[src/rtl/io_port_unit.sv]
// -----------------------------------------------------------------------------
// io_port_unit
//
// Port I/O execution stage behind the control unit. A single I/O instruction
// (io_enable + io_dir + port_addr + wdata) either reads one of NPORTS input
// handshake ports into rdata or writes one of NPORTS output holding registers.
// When the addressed peripheral is not ready, io_wait is raised combinationally
// so the control unit holds the PC and the instruction. The block then waits
// in WAIT with its own latched copy of the request.
//
// Parameters
//   WIDTH    data width of every port
//   NPORTS   number of input ports and of output ports (power of two, >= 2)
//   TIMEOUT  WAIT-cycle bound, only used when IO_PORT_TIMEOUT_EN is defined
//
// Optional feature macro
//   IO_PORT_TIMEOUT_EN  bounds WAIT with a counter. When it expires, the read
//                       returns all ones, or the write is dropped, and the
//                       sticky io_err flag is set. Without the macro, WAIT is
//                       unbounded and io_err is tied low.
//
// Ports
//   clk        clock, all state changes on the rising edge
//   reset      asynchronous active-low reset
//   io_enable  I/O instruction active this cycle
//   io_dir     0 = read (REG<-PORT), 1 = write (PORT<-REG/INM)
//   port_addr  target port
//   wdata      write data
//   rdata      registered read result
//   io_wait    combinational stall request to the control unit
//   io_err     sticky timeout flag
//   in_data    input port p at bits [p*WIDTH +: WIDTH]
//   in_valid   peripheral holds data on input port p
//   in_ack     one-cycle registered pulse, input port p consumed
//   out_data   output holding registers, port p at [p*WIDTH +: WIDTH]
//   out_valid  holding register p full
//   out_ready  peripheral takes out_data[p] this cycle
//   dbg_state  current FSM state (0 = IDLE, 1 = WAIT)
//
// Handshakes: an input port transfers on a rising edge where the port is
// addressed by a read that completes. A read completes when in_valid[p] is
// high and in_ack[p] is low. An output port drains on every rising edge
// where out_valid[q] and out_ready[q] are both high.
// -----------------------------------------------------------------------------
module io_port_unit #(
    parameter int WIDTH   = 8,
    parameter int NPORTS  = 4,
    parameter int TIMEOUT = 255
) (
    input  logic                        clk,
    input  logic                        reset,
    input  logic                        io_enable,
    input  logic                        io_dir,
    input  logic [$clog2(NPORTS)-1:0]   port_addr,
    input  logic [WIDTH-1:0]            wdata,
    output logic [WIDTH-1:0]            rdata,
    output logic                        io_wait,
    output logic                        io_err,
    input  logic [NPORTS*WIDTH-1:0]     in_data,
    input  logic [NPORTS-1:0]           in_valid,
    output logic [NPORTS-1:0]           in_ack,
    output logic [NPORTS*WIDTH-1:0]     out_data,
    output logic [NPORTS-1:0]           out_valid,
    input  logic [NPORTS-1:0]           out_ready,
    output logic                        dbg_state
);

    localparam int AW = $clog2(NPORTS);

    typedef enum logic {
        IDLE = 1'b0,
        WAIT = 1'b1
    } state_t;

    state_t state;
    state_t state_nx;

    // Request copy that is captured on IDLE->WAIT
    logic             lat_dir;
    logic [AW-1:0]    lat_addr;
    logic [WIDTH-1:0] lat_wdata;

    // Effective request: the live inputs in IDLE and the latched copy in WAIT
    logic             req_dir;
    logic [AW-1:0]    req_addr;
    logic [WIDTH-1:0] req_wdata;

    logic              busy;
    logic              complete;
    logic              abort;
    logic              do_xfer;
    logic              enter_wait;
    logic [WIDTH-1:0]  rd_word;
    logic [NPORTS-1:0] ack_nx;
    logic [NPORTS-1:0] wr_sel;

    assign dbg_state = (state == WAIT);

    // -------------------------------------------------------------------------
    // Request selection and completion
    // -------------------------------------------------------------------------
    always_comb begin
        req_dir   = io_dir;
        req_addr  = port_addr;
        req_wdata = wdata;
        if (state == WAIT) begin
            req_dir   = lat_dir;
            req_addr  = lat_addr;
            req_wdata = lat_wdata;
        end
    end

    always_comb begin
        rd_word = '0;
        for (int p = 0; p < NPORTS; p++) begin
            if (req_addr == AW'(p)) begin
                rd_word = in_data[p*WIDTH +: WIDTH];
            end
        end
    end

    // A port that is acking this cycle is treated as not valid. The
    // peripheral has not yet seen the ack, so its data is stale. This
    // blocks a double read.
    always_comb begin
        busy = ((state == IDLE) && io_enable) || (state == WAIT);
        if (req_dir) begin
            complete = !out_valid[req_addr] || out_ready[req_addr];
        end else begin
            complete = in_valid[req_addr] && !in_ack[req_addr];
        end
        do_xfer    = busy && complete;
        enter_wait = (state == IDLE) && busy && !complete;
    end

`ifdef IO_PORT_TIMEOUT_EN
    // Counter width: at least 8 bits, wider if TIMEOUT needs it
    localparam int CW = (TIMEOUT > 255) ? $clog2(TIMEOUT + 1) : 8;
    localparam logic [CW-1:0] TMO_LAST = CW'(TIMEOUT - 1);

    logic [CW-1:0] tmo_cnt;
    logic          err_q;

    // The counter is 0 in the first WAIT cycle. With the request cycle,
    // this gives TIMEOUT cycles of io_wait before the abort cycle.
    always_comb begin
        abort = (state == WAIT) && !complete && (tmo_cnt == TMO_LAST);
    end

    always_ff @(posedge clk or negedge reset) begin
        if (!reset) begin
            tmo_cnt <= '0;
            err_q   <= 1'b0;
        end else begin
            if (state == WAIT) begin
                tmo_cnt <= tmo_cnt + 1'b1;
            end else begin
                tmo_cnt <= '0;
            end
            if (abort) begin
                err_q <= 1'b1;
            end
        end
    end

    assign io_err = err_q;
`else
    logic unused_timeout;

    always_comb begin
        abort = 1'b0;
    end

    assign io_err         = 1'b0;
    assign unused_timeout = (TIMEOUT == 0);
`endif

    assign io_wait = busy && !complete && !abort;

    // -------------------------------------------------------------------------
    // FSM
    // -------------------------------------------------------------------------
    always_comb begin
        state_nx = state;
        if (do_xfer || abort) begin
            state_nx = IDLE;
        end else if (busy) begin
            state_nx = WAIT;
        end
    end

    always_ff @(posedge clk or negedge reset) begin
        if (!reset) begin
            state <= IDLE;
        end else begin
            state <= state_nx;
        end
    end

    always_ff @(posedge clk or negedge reset) begin
        if (!reset) begin
            lat_dir   <= 1'b0;
            lat_addr  <= '0;
            lat_wdata <= '0;
        end else if (enter_wait) begin
            lat_dir   <= io_dir;
            lat_addr  <= port_addr;
            lat_wdata <= wdata;
        end
    end

    // -------------------------------------------------------------------------
    // Read path
    // -------------------------------------------------------------------------
    always_comb begin
        ack_nx = '0;
        if (do_xfer && !req_dir) begin
            ack_nx[req_addr] = 1'b1;
        end
    end

    always_ff @(posedge clk or negedge reset) begin
        if (!reset) begin
            rdata  <= '0;
            in_ack <= '0;
        end else begin
            in_ack <= ack_nx;
            if (do_xfer && !req_dir) begin
                rdata <= rd_word;
            end else if (abort && !req_dir) begin
                rdata <= '1;
            end
        end
    end

    // -------------------------------------------------------------------------
    // Write path: holding registers with a drain on out_ready
    // -------------------------------------------------------------------------
    always_comb begin
        wr_sel = '0;
        if (do_xfer && req_dir) begin
            wr_sel[req_addr] = 1'b1;
        end
    end

    // A write on the same edge as a drain wins. The register stays full
    // and holds the new data.
    always_ff @(posedge clk or negedge reset) begin
        if (!reset) begin
            out_data  <= '0;
            out_valid <= '0;
        end else begin
            for (int p = 0; p < NPORTS; p++) begin
                if (wr_sel[p]) begin
                    out_data[p*WIDTH +: WIDTH] <= req_wdata;
                    out_valid[p]               <= 1'b1;
                end else if (out_valid[p] && out_ready[p]) begin
                    out_valid[p] <= 1'b0;
                end
            end
        end
    end

endmodule

[config.mk]
export PLATFORM = sky130hd
export DESIGN_NAME = io_port_unit
export DESIGN_NICKNAME = d
export VERILOG_FILES = /design/src/rtl/io_port_unit.sv
export SDC_FILE = /design/constraint.sdc
export NUM_CORES = 1
export LEC_CHECK = 0
export BUFFER_PORTS_ARGS = -buffer_cell sky130_fd_sc_hd__buf_2
export CAP_MARGIN = 20
export CORE_ASPECT_RATIO = 1.2
export CORE_MARGIN = 1.5
export CORE_UTILIZATION = 45
export DETAILED_ROUTE_END_ITERATION = 6
export GPL_ROUTABILITY_DRIVEN = 0
export HOLD_SLACK_MARGIN = 0.12
export PLACE_DENSITY = 0.76
export SYNTH_ARGS = -nofsm -noshare
export SYNTH_HDL_FRONTEND = slang
export SYNTH_SLANG_ARGS = --single-unit
[constraint.sdc]
create_clock -name clk -period 1.9 [get_ports clk]
set_input_delay 0.285 -clock clk [delete_from_list [all_inputs] [get_ports clk]]
set_output_delay 0.285 -clock clk [all_outputs]
set_load 0.03 [all_outputs]
**Word level (Yosys, flattened, before mapping)**

Cells that the tools add are included.

- Order comparisons: 2
- Eq/ne operators: 3
- Muxes and demuxes: 30
- Bitwise gates (word level): 1
- Reductions and logical operators: 25

Operators with widths:

| cell | number |
|---|---|
| two-way mux 8 bit | 5 |
| two-way mux 1 bit | 17 |
| logical AND 1 bit | 13 |
| nonzero test 2 bit | 5 |
| binary-select mux 1 bit (select 2 bit) | 4 |
| two-way mux 4 bit | 2 |
| == test 2 bit, second input constant | 2 |
| logical NOT 1 bit | 4 |
| < comparator 2 x 3 -> 1 bit, second input constant | 1 |
| demux 1 bit (select 2 bit) | 1 |
| == test 2 x 1 -> 1 bit, second input constant | 1 |
| greater-or-equal comparator 2 x 1 -> 1 bit, second input constant | 1 |
| logical NOT 2 bit | 1 |
| logical OR 1 bit | 2 |
| two-way mux 2 bit | 1 |
| inverter 1 bit | 1 |

- Register bits after elaboration: 60
- Input port bits: 54
- Output and inout port bits: 51
- Word-level logic and storage cells: 75

**Depth between registers and ports, before layout**

- Word-level depth: 10
- Depth in mapped cells: 9
- Mapped depth without buffers: 6

**Worst setup path after synthesis**

No wires, ideal clock.

- Path type: reg2reg
- Start: register state, in the netlist dbg_state
- End: register lat_addr[1]
- Library setup time: 0.125 ns
- Arrival time: 2.169 ns
- Data required time: 1.775 ns
- Setup slack: -0.394 ns
- Cell stages (with the launch flop): 10
- Buffers on the path: 3
- Clock period less this slack: 2.294 ns
- Cell sequence: dfrtp_1 > buf_6 > buf_6 > nand3_2 > nand2_2 > a2111oi_4 > o2111ai_2 > a21boi_1 > buf_4 > mux2_2

- Word-level cells in the longest chain between the ends: 8
- Elaborated cells between the ends (all ways): 21
- Classes of those cells: mux (11); bitwise (1); reduce/logical (9)

RTL lines:

| element | line | RTL |
|---|---|---|
| start: declaration | 75 | `state_t state;` |
| start signal: assignment | 196 | `state <= state_nx;` |
| two-way mux 2 bit | 106 | `if (state == WAIT) begin` |
| binary-select mux 1 bit (select 2 bit), on equally long branches | 130, 128 |  |
| two-way mux 1 bit, on equally long branches | 130, 128 |  |
| logical NOT 1 bit, on equally long branches | 130, 128 |  |
| logical AND 1 bit or logical OR 1 bit (tied branches) | 130, 128 |  |
| two-way mux 1 bit | 127 | `if (req_dir) begin` |
| logical NOT 1 bit | 133 | `enter_wait = (state == IDLE) && busy && !complete;` |
| logical AND 1 bit (*) | 133 |  |
| end signal: assignment | 207 | `lat_addr <= port_addr;` |
| end: declaration | 80 | `logic [AW-1:0] lat_addr;` |

Mark *: on every way between the ends. The rest lies on a longest branch, timed or not. The select of a mux whose other input is x is not followed.
A chain may end at the register's enable or synchronous reset.

**Final worst setup path**

- Start: register state, in the netlist dbg_state
- End: output port io_wait

- Word-level cells in the longest chain between the ends: 8
- Elaborated cells between the ends (all ways): 20
- Classes of those cells: mux (11); bitwise (1); reduce/logical (8)

RTL lines:

| element | line | RTL |
|---|---|---|
| two-way mux 2 bit | 106 |  |
| binary-select mux 1 bit (select 2 bit), on equally long branches | 130, 128 |  |
| two-way mux 1 bit, on equally long branches | 130, 128 |  |
| logical NOT 1 bit, on equally long branches | 130, 128 |  |
| logical AND 1 bit or logical OR 1 bit (tied branches) | 130, 128 |  |
| two-way mux 1 bit | 127 |  |
| logical NOT 1 bit | 178 | `assign io_wait = busy && !complete && !abort;` |
| logical AND 1 bit (*) | 178 |  |
| end: declaration | 57 | `output logic io_wait,` |

Marked as above.

==> impl_metrics.json <==
{
  "syn_area_mm2": 0.002927,
  "layout.nets": 444,
  "p_leak_nw": 2.181,
  "min_path_type": "input port to flop",
  "synth_compound_area_share_pct": 8.978,
  "fin_ws_ns": -0.4419,
  "ant_nets": 0,
  "vias_per_cell": 5.244,
  "max_freq_mhz": 427.0,
  "worstPathArrival_ns": 2.06,
  "synth-simple-area-share_pct": 9.833,
  "first_iter_violations": 103,
  "synth_edf_count": 0,
  "mostFrequentLayoutCell": "buf_2",
  "mostFrequentLayoutCells": "buf_2 (102), dfrtp_1 (58), mux2_4 (33)",
  "report.final.setup_viol": 60,
  "route.met2.wl_um": 4395,
  "drive_above_1_share_pct": 65.82,
  "crit_start": "dbg_state$_DFFE_PN0P_",
  "wl_met1_um": 3342,
  "h-tree-depth": 3,
  "power_density_mw_per_mm2": 1844,
  "wl_per_cell_um": 17.31,
  "crit_chain": "buf_6 -> nand3_4 -> nand2_4 -> a2111oi_4 -> o2111ai_2 -> buf_4 -> a21oi_4 -> buf_6",
  "fp.dieArea_mm2": 0.006998,
  "grt.overflow.total": 0,
  "clkLatencyLatePin_ns": 0.35,
  "critical_path.most_common_cell": "buf_6",
  "dr_total_vias": 2517,
  "n_antenna_cell": 0,
  "min_from": "wdata[4]",
  "grt_pass1_wl_um": 12860,
  "start_kind": "flop",
  "cpMaxStageDelayCell": "dfrtp_2",
  "rows": 32,
  "cp_data_required_time_ns": 1.62,
  "synthFlopType": "dfrtp_1",
  "io_pins": 105,
  "max_cap_violations": 0,
  "finalWirelength_um": 8310,
  "whs_path_depth": 2,
  "critical_path_class": "flop to output port",
  "rr_startpoint": "dbg_state$_DFFE_PN0P_",
  "slew_headroom_pct": 61.09,
  "top_layer": "met4",
  "cts_tree": "yes",
  "hold_viol": 0,
  "violations": "setup timing",
  "rsz0062_at_grt": "yes",
  "port_buffers": 103,
  "yosysSeqAreaShare_pct": 51.30,
  "clockBufferDepth": 2,
  "synthAdderAreaFrac_pct": 0,
  "status": "complete, but fails checks",
  "ys_seq_elements": 60,
  "synth_cells": 242,
  "postSynthAreaPerCell_um2": 12.09,
  "synth.mux.area_fraction_pct": 25.18,
  "cts_sinks": 60,
  "drcViolationCount": 0,
  "grt_max_degree": 38,
  "synth_cell_types": 38,
  "antenna_found_initial": 0,
  "worst-r2r-cell-count": 9,
  "ir_worst_vdd_v": 0.0009895,
  "area_growth_pct": 51.22,
  "initial_core_util_pct": 45.97,
  "crit_path_max_fanout": 7,
  "cts_made_buffers": 9,
  "fin_cells": 480,
  "synth_top_family_by_area": "multiplexers",
  "syn_nets": 296,
  "tightestPinTransition_ns": 0.5836,
  "fin_crit_ns": 2.342,
  "clk_pin_slew_ns": 0.08,
  "place_inst": 450,
  "die_h_um": 91.34,
  "endpoint_kind": "output port",
  "synth_warnings": 0,
  "slowest_delay_ns": 0.46,
  "ys_async_sr_fraction_pct": 100.0,
  "dp.final_hpwl_um": 5548,
  "final-max-slew-violation-count": 0,
  "synth_xor_area_share_pct": 0,
  "dp_slack_ns": -0.3047,
  "track_usage_pct": 24.03,
  "die_x_um": 76.62,
  "dr_wl_met3_um": 344,
  "core_mm2": 0.006366,
  "fin_skew_ns": 0.01862,
  "grt_pass1_vias": 2582,
  "fin_crit_sh_pct": 123.3,
  "first_pass_iters": 4,
  "root_buffer": "clkbuf_8"
}
-- state kept, by name (all words and copies together) (netlist names) --
signal	flops
lat_addr	2
in_ack	4
dbg_state	1
out_valid	4
lat_wdata	8
out_data	32
rdata	8
lat_dir	1
-- metal layers --
| layer | global-route usage (%) | up-vias |
|---|---|---|
| met5 | 0 | - |
| met4 | 10.80 | 0 |
| met3 | 4.221 | 20 |
| met2 | 42.04 | 88 |
| met1 | 28.73 | 1255 |
| li1 | - | 1154 |
-- final timing paths --
path | to | slack, ns
max | io_wait | -0.44
min | lat_wdata[4]$_DFFE_PN0P_ | 0.19
max reg2reg | out_data[3]$_DFFE_PN0P_ | -0.40
min reg2reg | out_data[8]$_DFFE_PN0P_ | 0.50
max in group asynchronous | rdata[5]$_DFFE_PN0N_ | 0.84
min in group asynchronous | lat_wdata[4]$_DFFE_PN0P_ | 0.46
-- layout make-up --
| cell class | count | area [µm²] |
|---|---|---|
| tap | 85 | 106.4 |
| inverter | 6 | 22.52 |
| timing repair buffer | 153 | 984.7 |
| sequential | 60 | 1504 |
| fill | 450 | 1941 |
| clock buffer | 11 | 151.4 |
| clock inverter | 5 | 83.83 |
| multi-input combinational | 160 | 1573 |
-- synthesized netlist by cell type (all sizes together) (2+ instances only) --
cell,instances,area share [%]
dfrtp,60,51
mux2,60,23
nand2,26,3.4
buf,10,2.8
a31oi,9,1.9
a211oi,8,2.1
and2,8,1.7
clkbuf,8,1.0
nor2,7,0.90
inv,6,0.77
a21oi,5,0.85
mux2i,5,1.8
a21o,4,1.0
o21ai,3,0.51
a22o,2,0.60
and3,2,0.43
and3b,2,0.60
nand2b,2,0.43
nand3,2,0.51
nor2b,2,0.43
nor3,2,0.34
nor3b,2,0.51
-- report_power, final --
part	switching, mW	internal (mW)	leakage [nW]
registers	0.412	1.89	0.731
logic	2.42	2.10	1.34
clock network	0.528	0.812	0.112
total	3.36	4.80	2.18
-- logic make-up after synthesis --
group / after synthesis
simple gates: 57
compound gates: 35
flops: 60
other cells: 1
buf+inv: 24
mux: 65
-- stage by stage --
step | power, mW | setup TNS, ns | instance area [µm²] | hold WS (ns) | util [%]
floorplan | 4.813 | -11.62 | 2965 | -0.01059 | -
global placement | 5.950 | -10.39 | 3774 | 0.3068 | 59.28
detailed placement | 6.079 | -12.05 | 3774 | 0.3143 | 59.28
CTS | 7.855 | -16.12 | 4272 | 0.1823 | 67.10
global route | 8.550 | -21.00 | 4425 | 0.1927 | 69.52
finish | 8.162 | -17.78 | 4425 | 0.1923 | 69.52
-- critical path: cells and delay by family (launching register included) --
kind	cells	cell delay [ns]
simple gates	2	0.12
buf+inv	3	0.47
compound gates	3	0.65
flops	1	0.46
-- repair_timing --
item / in CTS / in global routing
endpoints found under the hold margin: 23 / 0
pin swaps: 3 / 6
resized for setup: 46 / 36
setup buffers: 8 / 5
endpoints found under the setup margin: 56 / 61
cloned: 2 / 0
hold buffers: 1 / 0
No activity file was read; power rests on OpenSTA's default activity.
